$ cat src/rtl/mcpu_pkg.sv
// mcpu_pkg: shared register offsets, STATUS bit positions and fill-engine state for MCPU peripherals
package mcpu_pkg;
   localparam logic [1:0] REG_ADDR     = 2'd0;
   localparam logic [1:0] REG_DATA     = 2'd1;
   localparam logic [1:0] REG_FILL_VAL = 2'd2;
   localparam logic [1:0] REG_FILL_CNT = 2'd3;
   localparam int ST_EMPTY = 0;
   localparam int ST_FULL  = 1;
   localparam int ST_BUSY  = 2;
   localparam int ST_OVF   = 3;
   localparam int ST_DISP  = 4;
   localparam int ST_LEVEL = 8;
   typedef enum logic {IDLE, FILL} fill_state_t;
endpackage

$ cat src/rtl/mcpu_sync_fifo.sv
// mcpu_sync_fifo: single-clock FIFO with occupancy level
// Ports: clk/reset (sync, active-high); push/din enqueue; pop dequeues dout (head, show-ahead);
//        full/empty/level report occupancy. Push while full or pop while empty is ignored.
module mcpu_sync_fifo #(
   parameter int WIDTH = 21,
   parameter int DEPTH = 16
) (
   input  logic                     clk,
   input  logic                     reset,
   input  logic                     push,
   input  logic                     pop,
   input  logic [WIDTH-1:0]         din,
   output logic [WIDTH-1:0]         dout,
   output logic                     full,
   output logic                     empty,
   output logic [$clog2(DEPTH):0]   level
);
   localparam int PW = $clog2(DEPTH);
   logic [WIDTH-1:0] mem [DEPTH];
   logic [PW-1:0] wp, rp;
   logic do_push, do_pop;
   assign do_push = push & ~full;
   assign do_pop = pop & ~empty;
   assign full = level == (PW+1)'(DEPTH);
   assign empty = level == '0;
   assign dout = mem[rp];
   always_ff @(posedge clk)
      if (do_push) mem[wp] <= din;
   always_ff @(posedge clk)
      if (reset) begin
         wp <= '0;
         rp <= '0;
         level <= '0;
      end else begin
         wp <= wp + PW'(do_push);
         rp <= rp + PW'(do_pop);
         level <= level + (PW+1)'(do_push) - (PW+1)'(do_pop);
      end
endmodule

$ cat src/rtl/mcpu_vram_bridge.sv
// mcpu_vram_bridge: CPU register window that queues VRAM writes and drains them during blanking
// Ports: bus_addr/bus_wdata/bus_we/bus_re - CPU data bus; bus_rdata/bus_rdata_oe - read return;
//        display_on - active video (no drain while high); vram_addr/vram_wdata/vram_we - GPU write port.
module mcpu_vram_bridge
   import mcpu_pkg::*;
#(
   parameter int DATA_WIDTH = 16,
   parameter logic [DATA_WIDTH-1:0] BASE_ADDR = 16'hFF00,
   parameter int VRAM_AW = 13,
   parameter int FIFO_DEPTH = 16
) (
   input  logic                  clk,
   input  logic                  reset,
   input  logic [DATA_WIDTH-1:0] bus_addr,
   input  logic [DATA_WIDTH-1:0] bus_wdata,
   input  logic                  bus_we,
   input  logic                  bus_re,
   output logic [DATA_WIDTH-1:0] bus_rdata,
   output logic                  bus_rdata_oe,
   input  logic                  display_on,
   output logic [VRAM_AW-1:0]    vram_addr,
   output logic [7:0]            vram_wdata,
   output logic                  vram_we
);
   localparam int LW = $clog2(FIFO_DEPTH) + 1;
   fill_state_t state, state_nx;
   logic [VRAM_AW-1:0] addr;
   logic [7:0] fill_val;
   logic [DATA_WIDTH-1:0] cnt, off, status;
   logic [LW-1:0] level;
   logic [VRAM_AW+7:0] din, dout;
   logic ovf, hit, wr, busy, fifo_full, fifo_empty;
   logic fill_push, cpu_push, pop, drop, rd_status;
   logic wr_addr, wr_data, wr_fval, wr_fcnt;
   assign off = bus_addr - BASE_ADDR;
   assign hit = off < DATA_WIDTH'(4);
   assign wr = bus_we & hit;
   assign wr_addr = wr & (off[1:0] == REG_ADDR);
   assign wr_data = wr & (off[1:0] == REG_DATA);
   assign wr_fval = wr & (off[1:0] == REG_FILL_VAL);
   assign wr_fcnt = wr & (off[1:0] == REG_FILL_CNT);
   assign busy = state == FILL;
   assign bus_rdata_oe = bus_re & hit;
   assign rd_status = bus_rdata_oe & (off[1:0] == REG_DATA);
   assign status = DATA_WIDTH'({8'(level), 3'b000, display_on, ovf, busy, fifo_full, fifo_empty});
   assign bus_rdata = !hit ? '0 :
                      off[1:0] == REG_ADDR     ? DATA_WIDTH'(addr) :
                      off[1:0] == REG_DATA     ? status :
                      off[1:0] == REG_FILL_VAL ? DATA_WIDTH'(fill_val) : cnt;
   // The fill engine owns the FIFO input while busy, so a CPU push can never coincide with it.
   assign fill_push = busy & ~fifo_full;
   assign cpu_push = wr_data & ~busy & ~fifo_full;
   assign drop = (wr_data & (busy | fifo_full)) | (busy & (wr_addr | wr_fcnt));
   assign din = {addr, busy ? fill_val : bus_wdata[7:0]};
   assign pop = ~fifo_empty & ~display_on;
   mcpu_sync_fifo #(.WIDTH(VRAM_AW + 8), .DEPTH(FIFO_DEPTH)) u_fifo (
      .clk(clk), .reset(reset), .push(fill_push | cpu_push), .pop(pop), .din(din),
      .dout(dout), .full(fifo_full), .empty(fifo_empty), .level(level)
   );
   always_ff @(posedge clk)
      if (reset) state <= IDLE;
      else state <= state_nx;
   always_comb begin
      state_nx = state;
      if (state == IDLE && wr_fcnt && bus_wdata != '0) state_nx = FILL;
      if (state == FILL && fill_push && cnt == DATA_WIDTH'(1)) state_nx = IDLE;
   end
   always_ff @(posedge clk)
      if (reset) begin
         addr <= '0;
         fill_val <= '0;
         cnt <= '0;
         ovf <= 1'b0;
         vram_we <= 1'b0;
         vram_addr <= '0;
         vram_wdata <= '0;
      end else begin
         // A new overflow on the same edge as a STATUS read must survive the clear.
         if (drop) ovf <= 1'b1;
         else if (rd_status) ovf <= 1'b0;
         if (wr_fval) fill_val <= bus_wdata[7:0];
         if (fill_push) begin
            addr <= addr + VRAM_AW'(1);
            cnt <= cnt - DATA_WIDTH'(1);
         end else if (!busy && wr_addr) addr <= bus_wdata[VRAM_AW-1:0];
         else if (cpu_push) addr <= addr + VRAM_AW'(1);
         if (!busy && wr_fcnt) cnt <= bus_wdata;
         vram_we <= pop;
         if (pop) {vram_addr, vram_wdata} <= dout;
      end
endmodule

$ cat config.mk
export PLATFORM = sky130hd
export DESIGN_NAME = mcpu_vram_bridge
export DESIGN_NICKNAME = d
export VERILOG_FILES = /design/src/rtl/mcpu_pkg.sv /design/src/rtl/mcpu_sync_fifo.sv /design/src/rtl/mcpu_vram_bridge.sv
export SDC_FILE = /design/constraint.sdc
export NUM_CORES = 1
export LEC_CHECK = 0
export BUFFER_PORTS_ARGS = -buffer_cell sky130_fd_sc_hd__buf_4
export CAP_MARGIN = 20
export CORE_ASPECT_RATIO = 2
export CORE_MARGIN = 1
export CORE_UTILIZATION = 35
export CTS_CLUSTER_DIAMETER = 40
export DETAILED_ROUTE_END_ITERATION = 8
export HOLD_SLACK_MARGIN = 0.06
export PLACE_DENSITY_LB_ADDON = 0.3
export REMOVE_ABC_BUFFERS = 1
export SLEW_MARGIN = 20
export SYNTH_ARGS = -nofsm -noshare
export SYNTH_HDL_FRONTEND = slang
export SYNTH_SLANG_ARGS = --single-unit
$ cat constraint.sdc
create_clock -name clk -period 4.3 [get_ports clk]
set_input_delay 0.645 -clock clk [delete_from_list [all_inputs] [get_ports clk]]
set_output_delay 0.645 -clock clk [all_outputs]
set_load 0.02 [all_outputs]
==> flow_results.xml, run 1 <==
<?xml version="1.0" encoding="UTF-8"?>
<metrics>
  <group name="hold_path">
    <metric name="min_path_type" unit="">in -&gt; reg</metric>
    <metric name="min_to" unit="">fill_val[0]$_SDFFE_PP0P_</metric>
    <metric name="min-delay-start" unit="">bus_wdata[0]</metric>
    <metric name="worstHoldPathCells" unit="">3</metric>
  </group>
  <group name="pwr">
    <metric name="power_density" unit="nW/um^2">490.6</metric>
    <metric name="leakage" unit="nW">6.437</metric>
    <metric name="pwr-share-seq" unit="">0.459</metric>
    <metric name="swShare" unit="">0.2650</metric>
    <metric name="internal_power_contribution" unit="mW">7.174</metric>
    <metric name="pwr-share-comb" unit="">0.184</metric>
    <metric name="power.share.clock" unit="">0.357</metric>
    <metric name="net-switching-power" unit="mW">2.586</metric>
    <metric name="power.total" unit="mW">9.760</metric>
    <metric name="max-vdd-ir-drop" unit="V">0.0002688</metric>
  </group>
  <group name="cts">
    <metric name="cts_htree_levels" unit="">2</metric>
    <metric name="cts.repair_timing.setup_buffer_count" unit="">0</metric>
    <metric name="postCtsHoldBufs" unit="">0</metric>
    <metric name="cts_buffers" unit="">36</metric>
    <metric name="cts_tree" unit="">yes</metric>
    <metric name="clock_tree.root_cell" unit="">sky130_fd_sc_hd__clkbuf_16</metric>
    <metric name="clockBufferDepth" unit="">3</metric>
    <metric name="cts_resized" unit="">0</metric>
    <metric name="cts.reportedPaths.clkPinSlew" unit="ns">0.07</metric>
    <metric name="clock_sink_count" unit="">410</metric>
    <metric name="clock_insertion_delay_at_the_later_pin_of_the_skew_report" unit="ns">0.53</metric>
  </group>
  <group name="floorplanning">
    <metric name="row_count" unit="">114</metric>
    <metric name="boundaryPins" unit="">76</metric>
    <metric name="fp.dieH" unit="um">315.4</metric>
    <metric name="die_area" unit="um^2">50050</metric>
    <metric name="die_w" unit="um">158.7</metric>
    <metric name="fp.coreArea" unit="um^2">48350</metric>
    <metric name="floorplan.initialDensity" unit="">0.3555</metric>
  </group>
  <group name="worst_setup_path">
    <metric name="critPathRequiredTime" unit="ns">3.65</metric>
    <metric name="timing.critical_path.from" unit="">u_fifo.level[2]$_SDFF_PP0_</metric>
    <metric name="timing.critical_path.arrival" unit="ns">2.58</metric>
    <metric name="cp-end-kind" unit="">output pin</metric>
    <metric name="startpoint_type" unit="">flop</metric>
    <metric name="critical_path.reg2reg.endpoint" unit="">u_fifo.level[4]$_SDFF_PP0_</metric>
    <metric name="worst_r2r_path_depth" unit="">13</metric>
    <metric name="reg2reg_launch_point" unit="">u_fifo.level[2]$_SDFF_PP0_</metric>
    <metric name="regToRegSetupSlack" unit="ns">1.23</metric>
    <metric name="criticalPathCategory" unit="">reg -&gt; out</metric>
    <metric name="worstPathMaxFanout" unit="">7</metric>
  </group>
  <group name="timing">
    <metric name="normalized_max_slew_margin" unit="">0.2983</metric>
    <metric name="finClkSkew" unit="ns">0.01478</metric>
    <metric name="final.period_utilization" unit="">0.7507</metric>
    <metric name="clock.fmax" unit="MHz">309.8</metric>
    <metric name="setup_total_negative_slack" unit="ns">0</metric>
    <metric name="timing_worst_slew_pin_value" unit="ns">1.052</metric>
    <metric name="layout_min_cycle_time" unit="ns">3.228</metric>
    <metric name="drv_slew" unit="">0</metric>
    <metric name="rsz0062_at_grt" unit="">false</metric>
    <metric name="whs" unit="ns">0.4116</metric>
    <metric name="setup_viol_count_final" unit="">0</metric>
    <metric name="total_count_of_hold_check_failures_in_the_final_report" unit="">0</metric>
  </group>
  <group name="synth">
    <metric name="yosysWarnings" unit="">0</metric>
    <metric name="syn_inst" unit="">1189</metric>
    <metric name="synth-main-ff-cell" unit="">sky130_fd_sc_hd__edfxtp_1</metric>
    <metric name="post_synth_main_area_contributors" unit="">sky130_fd_sc_hd__edfxtp_1 (59%), sky130_fd_sc_hd__dfxtp_1 (8.6%), sky130_fd_sc_hd__mux2_2 (4.7%)</metric>
    <metric name="synth_seq_cells" unit="">410</metric>
    <metric name="share_of_flip_flops_with_an_asynchronous_set_or_reset_after_synthesis" unit="">0</metric>
    <metric name="ys_seq_area_frac" unit="">0.6732</metric>
    <metric name="yosys.cell_types.count" unit="">64</metric>
    <metric name="mappedNetlistArea" unit="um^2">17190</metric>
    <metric name="synth.top_cells.by_count" unit="">sky130_fd_sc_hd__edfxtp_1 (336), sky130_fd_sc_hd__dfxtp_1 (74), sky130_fd_sc_hd__mux2i_1 (74)</metric>
    <metric name="post-synth-top-count-cell" unit="">sky130_fd_sc_hd__edfxtp_1</metric>
    <metric name="synth_edf_count" unit="">336</metric>
    <metric name="synth_area_per_cell" unit="um^2">14.46</metric>
    <metric name="synth_top_area_cell" unit="">sky130_fd_sc_hd__edfxtp_1</metric>
    <metric name="area_share_of_the_largest_cell_type_after_synthesis" unit="">0.5870</metric>
  </group>
  <group name="placed_design">
    <metric name="place.detailed.instances" unit="">1863</metric>
    <metric name="gp_congestion" unit="">0.8293</metric>
    <metric name="detailed_place_hpwl" unit="mm">28.74</metric>
    <metric name="port_buffers" unit="">75</metric>
  </group>
  <group name="routing">
    <metric name="drt_iter0_drc" unit="">604</metric>
    <metric name="drt_pre_antenna_iters" unit="">5</metric>
    <metric name="drt-wirelength-per-cell" unit="um">21.97</metric>
    <metric name="routed_wirelength" unit="mm">42.34</metric>
    <metric name="detailroute.via_count" unit="">10359</metric>
    <metric name="route.antenna.remaining_nets" unit="">0</metric>
    <metric name="vias_per_cell" unit="">5.376</metric>
    <metric name="detail_route.drc_violations" unit="">0</metric>
  </group>
  <group name="grt">
    <metric name="grt_busiest_layer" unit="">met2</metric>
    <metric name="grtUsageMet2" unit="">0.3338</metric>
    <metric name="first_global_vias" unit="">10928</metric>
    <metric name="grt_overflow" unit="">0</metric>
    <metric name="grt_util_met1" unit="">0.1909</metric>
    <metric name="grt_pass1_wl" unit="mm">65.05</metric>
    <metric name="pin_count_of_the_biggest_net_entering_global_routing" unit="">75</metric>
    <metric name="antenna_found_initial" unit="">0</metric>
    <metric name="gr-usage-all-layers" unit="">0.1756</metric>
    <metric name="met3_usage" unit="">0.01905</metric>
  </group>
  <group name="layout">
    <metric name="fill_cells" unit="">4409</metric>
    <metric name="final_cell_count_no_fill" unit="">1927</metric>
    <metric name="n_antenna_cell" unit="">0</metric>
    <metric name="syn_to_final_growth" unit="%">15.75</metric>
    <metric name="layout-drive-gt1-share" unit="">0.2343</metric>
    <metric name="num-nets-final" unit="">1314</metric>
    <metric name="register_area" unit="um^2">11580</metric>
    <metric name="multiInputGateArea" unit="um^2">5240</metric>
    <metric name="postLayoutCoreUtil" unit="">0.4114</metric>
  </group>
  <group name="run_status">
    <metric name="run_status" unit="">complete, no violations</metric>
  </group>
  <group name="job">
    <metric name="maxCapViolations" unit="">0</metric>
  </group>
</metrics>
## worst max-delay path: stages, from the launching register on
cell and delay [ns]:
sky130_fd_sc_hd__dfxtp_1 0.31, sky130_fd_sc_hd__inv_1 0.10, sky130_fd_sc_hd__ha_1 0.18, sky130_fd_sc_hd__nor4bb_2 0.63, sky130_fd_sc_hd__buf_4 0.30, sky130_fd_sc_hd__mux4_2 0.26
sky130_fd_sc_hd__and2_1 0.13, sky130_fd_sc_hd__buf_4 0.14
## worst max path at each step
stage / end / slack [ns]
floorplan: vram_addr[0]$_SDFFE_PP0P_ / -1.52
global placement: u_fifo.level[4]$_SDFF_PP0_ / 1.03
detailed placement: u_fifo.mem[10][10]$_DFFE_PP_ / 0.95
CTS: bus_rdata[1] / 1.12
global route: bus_rdata[1] / 1.05
finish: bus_rdata[1] / 1.07
## cell usage in the layout, fill, tap and decap left out, types with 4 or more instances in the layout
master | synthesis | final
sky130_fd_sc_hd__a211oi_1 | 4 | 4
sky130_fd_sc_hd__clkbuf_1 | 49 | 4
sky130_fd_sc_hd__xor2_1 | 5 | 5
sky130_fd_sc_hd__nand4_1 | 5 | 5
sky130_fd_sc_hd__nor2_2 | 0 | 12
sky130_fd_sc_hd__nor2_1 | 63 | 50
sky130_fd_sc_hd__inv_1 | 36 | 36
sky130_fd_sc_hd__o21ai_1 | 11 | 11
sky130_fd_sc_hd__a311oi_1 | 4 | 4
sky130_fd_sc_hd__nand3b_1 | 5 | 5
sky130_fd_sc_hd__buf_4 | 1 | 110
sky130_fd_sc_hd__mux2_2 | 72 | 72
sky130_fd_sc_hd__nor4_1 | 7 | 7
sky130_fd_sc_hd__a31oi_1 | 10 | 10
sky130_fd_sc_hd__mux4_2 | 26 | 26
sky130_fd_sc_hd__nor3_2 | 0 | 4
sky130_fd_sc_hd__a221oi_1 | 42 | 42
sky130_fd_sc_hd__ha_1 | 13 | 13
sky130_fd_sc_hd__and2_1 | 10 | 10
sky130_fd_sc_hd__edfxtp_1 | 336 | 336
sky130_fd_sc_hd__bufinv_16 | 0 | 7
sky130_fd_sc_hd__nor3_1 | 54 | 50
sky130_fd_sc_hd__or3_1 | 8 | 8
sky130_fd_sc_hd__o21ai_0 | 44 | 44
sky130_fd_sc_hd__a22oi_1 | 9 | 9
sky130_fd_sc_hd__nand3_1 | 39 | 39
sky130_fd_sc_hd__clkinv_2 | 0 | 4
sky130_fd_sc_hd__mux2i_1 | 74 | 74
sky130_fd_sc_hd__nor2b_1 | 9 | 8
sky130_fd_sc_hd__xnor2_1 | 5 | 5
sky130_fd_sc_hd__a21oi_1 | 21 | 21
sky130_fd_sc_hd__dfxtp_1 | 74 | 72
sky130_fd_sc_hd__nand2_1 | 47 | 47
sky130_fd_sc_hd__o22ai_1 | 24 | 24
sky130_fd_sc_hd__nand2b_1 | 5 | 5
sky130_fd_sc_hd__clkbuf_16 | 0 | 37
sky130_fd_sc_hd__clkinvlp_4 | 0 | 4
## layer usage
layer	up-vias	share of wire
li1	4761	-
met1	5264	0.37
met2	248	0.56
met3	86	0.032
met4	0	0.042
met5	-	0
## power by group through the flow
stage / clock network [mW] / logic, mW / registers [mW]
2_1_floorplan: 0 / 1.12 / 4.79
3_3_place_gp: 0 / 1.80 / 4.57
3_5_place_dp: 0 / 1.81 / 4.57
4_1_cts: 3.56 / 1.82 / 4.48
5_1_grt: 3.70 / 1.95 / 4.49
6_report: 3.49 / 1.80 / 4.48
## state kept, by name, summed over array words and instances, names as in the netlist
name          cells
addr             13
busy              1
cnt              16
fill_val          8
ovf               1
u_fifo.level      5
u_fifo.mem      336
u_fifo.rp         4
u_fifo.wp         4
vram_addr        13
vram_wdata        8
vram_we           1
## layout make-up
class	instances	share of cell area
sequential	410	0.5819
multi-input combinational	665	0.2634
clock buffer	42	0.04799
timing repair buffer	112	0.04352
tap	638	0.04013
clock inverter	22	0.01591
inverter	38	0.007170
## cells by family after synthesis
logic type | Yosys count | share of synthesized area
simple gates | 279 | 0.08517
xor+xnor | 10 | 0.005095
buf+inv | 114 | 0.02643
compound gates | 190 | 0.07513
flops | 410 | 0.6732
fa+ha+maj | 14 | 0.01063
mux | 172 | 0.1243
## metrics by stage
step / setup WS [ns] / instance area [um^2]
6_report: 1.072 / 19890
3_5_place_dp: 0.9515 / 18620
5_1_grt: 1.045 / 19890
4_1_cts: 1.119 / 19890
3_3_place_gp: 1.029 / 18620
2_1_floorplan: -1.525 / 16880
Power figures use the tool's default switching activity.
==> run 2: changes to the inputs <==
Clock period 4.3 ns to 2.62 ns, I/O delays scaled along.
==> flow_results.xml, run 2 (synthesis gave the netlist of run 1 again) <==
<?xml version="1.0" encoding="UTF-8"?>
<metrics>
  <group name="run_status">
    <metric name="run_status" unit="">complete, no violations</metric>
  </group>
  <group name="floorplanning">
    <metric name="boundaryPins" unit="">76</metric>
    <metric name="fp.dieH" unit="um">315.4</metric>
    <metric name="die_w" unit="um">158.7</metric>
    <metric name="row_count" unit="">114</metric>
    <metric name="fp.coreArea" unit="um^2">48350</metric>
    <metric name="floorplan.initialDensity" unit="">0.3555</metric>
    <metric name="die_area" unit="um^2">50050</metric>
  </group>
  <group name="timing">
    <metric name="layout_min_cycle_time" unit="ns">2.557</metric>
    <metric name="rsz0062_at_grt" unit="">true</metric>
    <metric name="normalized_max_slew_margin" unit="">0.4052</metric>
    <metric name="total_count_of_hold_check_failures_in_the_final_report" unit="">0</metric>
    <metric name="setup_viol_count_final" unit="">0</metric>
    <metric name="timing_worst_slew_pin_value" unit="ns">0.8922</metric>
    <metric name="whs" unit="ns">0.1335</metric>
    <metric name="clock.fmax" unit="MHz">391.1</metric>
    <metric name="drv_slew" unit="">0</metric>
    <metric name="final.period_utilization" unit="">0.9759</metric>
    <metric name="finClkSkew" unit="ns">0.01308</metric>
    <metric name="setup_total_negative_slack" unit="ns">0</metric>
  </group>
  <group name="cts">
    <metric name="clock_tree.root_cell" unit="">sky130_fd_sc_hd__clkbuf_16</metric>
    <metric name="cts.reportedPaths.clkPinSlew" unit="ns">0.07</metric>
    <metric name="cts_buffers" unit="">38</metric>
    <metric name="cts_tree" unit="">yes</metric>
    <metric name="cts_htree_levels" unit="">2</metric>
    <metric name="clock_insertion_delay_at_the_later_pin_of_the_skew_report" unit="ns">0.54</metric>
    <metric name="postCtsHoldBufs" unit="">0</metric>
    <metric name="clockBufferDepth" unit="">3</metric>
    <metric name="clock_sink_count" unit="">410</metric>
  </group>
  <group name="pwr">
    <metric name="swShare" unit="">0.2676</metric>
    <metric name="net-switching-power" unit="mW">4.382</metric>
    <metric name="internal_power_contribution" unit="mW">11.99</metric>
    <metric name="max-vdd-ir-drop" unit="V">0.0005705</metric>
    <metric name="pwr-share-seq" unit="">0.446</metric>
    <metric name="power_density" unit="nW/um^2">795.8</metric>
    <metric name="power.total" unit="mW">16.38</metric>
    <metric name="power.share.clock" unit="">0.353</metric>
    <metric name="leakage" unit="nW">6.915</metric>
    <metric name="pwr-share-comb" unit="">0.201</metric>
  </group>
  <group name="grt">
    <metric name="gr-usage-all-layers" unit="">0.1810</metric>
    <metric name="grt_pass1_wl" unit="mm">66.30</metric>
    <metric name="antenna_found_initial" unit="">0</metric>
    <metric name="pin_count_of_the_biggest_net_entering_global_routing" unit="">51</metric>
    <metric name="first_global_vias" unit="">11145</metric>
    <metric name="grt_overflow" unit="">0</metric>
  </group>
  <group name="layout">
    <metric name="finish.instance_area" unit="um^2">20580</metric>
    <metric name="n_antenna_cell" unit="">0</metric>
    <metric name="mostFrequentLayoutCells" unit="">sky130_fd_sc_hd__edfxtp_1 (336), sky130_fd_sc_hd__buf_4 (146), sky130_fd_sc_hd__mux2i_1 (74)</metric>
    <metric name="layout-drive-gt1-share" unit="">0.2735</metric>
    <metric name="max_flop_register" unit="">u_fifo.mem</metric>
    <metric name="flip_flop_count_of_the_largest_register_all_copies_and_words_added" unit="">336</metric>
    <metric name="num-nets-final" unit="">1370</metric>
    <metric name="syn_to_final_growth" unit="%">19.73</metric>
    <metric name="largest_registers_in_the_final_layout" unit="">u_fifo.mem: 336 flops, cnt: 16 flops</metric>
    <metric name="most_common_cell_after_layout_fill_and_taps_aside" unit="">sky130_fd_sc_hd__edfxtp_1</metric>
  </group>
  <group name="job">
    <metric name="maxCapViolations" unit="">0</metric>
  </group>
  <group name="worst_setup_path">
    <metric name="critPathRequiredTime" unit="ns">3.09</metric>
    <metric name="startpoint_type" unit="">flop</metric>
    <metric name="critical_path.max_stage_delay" unit="ns">0.48</metric>
    <metric name="timing.critical_path.arrival" unit="ns">3.03</metric>
    <metric name="worstPathMaxFanout" unit="">4</metric>
    <metric name="crit_chain" unit="">buf_4, nor4bb_4, o31a_4, inv_2, ha_1, inv_1, fa_2, inv_1, a21oi_1, nor2_1, or3_1, a21oi_2</metric>
    <metric name="cp-end-kind" unit="">flop</metric>
    <metric name="critPathSlowestCell" unit="">sky130_fd_sc_hd__nor4bb_4</metric>
    <metric name="timing.critical_path.mode_cell" unit="">sky130_fd_sc_hd__inv_1</metric>
    <metric name="cp_top_family" unit="">simple AND/OR/NAND/NOR gates</metric>
    <metric name="criticalPathCategory" unit="">reg -&gt; reg</metric>
    <metric name="crit_buf_inv" unit="">4</metric>
  </group>
  <group name="hold_path">
    <metric name="min_path_type" unit="">in -&gt; reg</metric>
  </group>
  <group name="placed_design">
    <metric name="dpl_cell_area" unit="um^2">19170</metric>
    <metric name="gp_congestion" unit="">0.8676</metric>
    <metric name="detailed_place_hpwl" unit="mm">30.97</metric>
    <metric name="port_buffers" unit="">75</metric>
  </group>
  <group name="routing">
    <metric name="drt-wirelength-per-cell" unit="um">22.20</metric>
    <metric name="routed_wirelength" unit="mm">44.12</metric>
    <metric name="route.antenna.remaining_nets" unit="">0</metric>
    <metric name="vias_per_cell" unit="">5.320</metric>
    <metric name="drt_iter0_drc" unit="">643</metric>
    <metric name="detailroute.via_count" unit="">10570</metric>
    <metric name="detail_route.drc_violations" unit="">0</metric>
    <metric name="drt_pre_antenna_iters" unit="">5</metric>
  </group>
</metrics>
run 2: changes by cell type in the layout (fill, tap and decap cells not counted), moves of 3 or more:
| cell | change |
|---|---|
| sky130_fd_sc_hd__clkinvlp_4 | -3 |
| sky130_fd_sc_hd__clkbuf_16 | +4 |
| sky130_fd_sc_hd__buf_4 | +36 |
| sky130_fd_sc_hd__bufinv_16 | -3 |
| sky130_fd_sc_hd__buf_6 | +3 |
| sky130_fd_sc_hd__clkinv_2 | +3 |
| sky130_fd_sc_hd__buf_12 | +15 |
| sky130_fd_sc_hd__dfxtp_1 | -3 |
| sky130_fd_sc_hd__clkbuf_1 | +3 |
| sky130_fd_sc_hd__dfxtp_2 | +3 |
run 2: what timing repair did:
item                       4_1_cts  5_1_grt
pin swaps                        1        4
resized for setup                4       11
setup buffers                    2        4
setup endpoints to repair       23       11
run 2: area by class of cell:
cell class / count / area [um^2]
Clock buffer: 50 / 1080
Fill cell: 4373 / 27780
Sequential cell: 410 / 11580
Inverter: 38 / 142.6
Multi-Input combinational cell: 665 / 5280
Timing Repair Buffer: 166 / 1470
Clock inverter: 20 / 227.7
Tap cell: 638 / 798.3
run 2: path summary, 6_finish.rpt:
| kind | startpoint | end | slack (ns) | depth (start not counted) |
|---|---|---|---|---|
| setup reg to reg | u_fifo.level[4]$_SDFF_PP0_ | u_fifo.level[4]$_SDFF_PP0_ | 0.06 | 12 |
| hold reg to reg | cnt[14]$_SDFFE_PP0P_ | cnt[14]$_SDFFE_PP0P_ | 0.48 | 2 |
| setup / recovery | u_fifo.level[4]$_SDFF_PP0_ | u_fifo.level[4]$_SDFF_PP0_ | 0.06 | 12 |
| hold / removal | bus_wdata[2] | fill_val[2]$_SDFFE_PP0P_ | 0.13 | 3 |
run 2: power by group through the flow:
| stage | logic (mW) | registers (mW) | clock network [mW] |
|---|---|---|---|
| floorplan | 1.49 | 7.75 | 0 |
| global placement | 3.17 | 7.44 | 0 |
| detailed placement | 3.18 | 7.44 | 0 |
| CTS | 3.22 | 7.30 | 5.89 |
| global route | 3.54 | 7.33 | 6.09 |
| finish | 3.28 | 7.31 | 5.78 |
run 2: tightest hold or removal path: stages:
cell and delay [ns]:
sky130_fd_sc_hd__buf_4 0.11, sky130_fd_sc_hd__mux2i_1 0.06, sky130_fd_sc_hd__nor2_1 0.07
run 2: layer usage:
metal / share of wire / GRT usage / vias up
li1: - / - / 4880
met4: 0.045 / 0.08960 / 0
met3: 0.037 / 0.02152 / 99
met5: 0 / 0 / -
met1: 0.35 / 0.1854 / 5293
met2: 0.57 / 0.3521 / 298
run 2: metrics by stage:
| step | instances | utilization | setup slack, ns |
|---|---|---|---|
| floorplan | 1113 | - | -3.205 |
| global placement | 1912 | 0.3965 | -0.07875 |
| detailed placement | 1912 | 0.3965 | -0.1009 |
| CTS | 1984 | 0.4241 | -0.09736 |
| global route | 1987 | 0.4256 | -0.03793 |
| finish | 1987 | 0.4256 | 0.06326 |
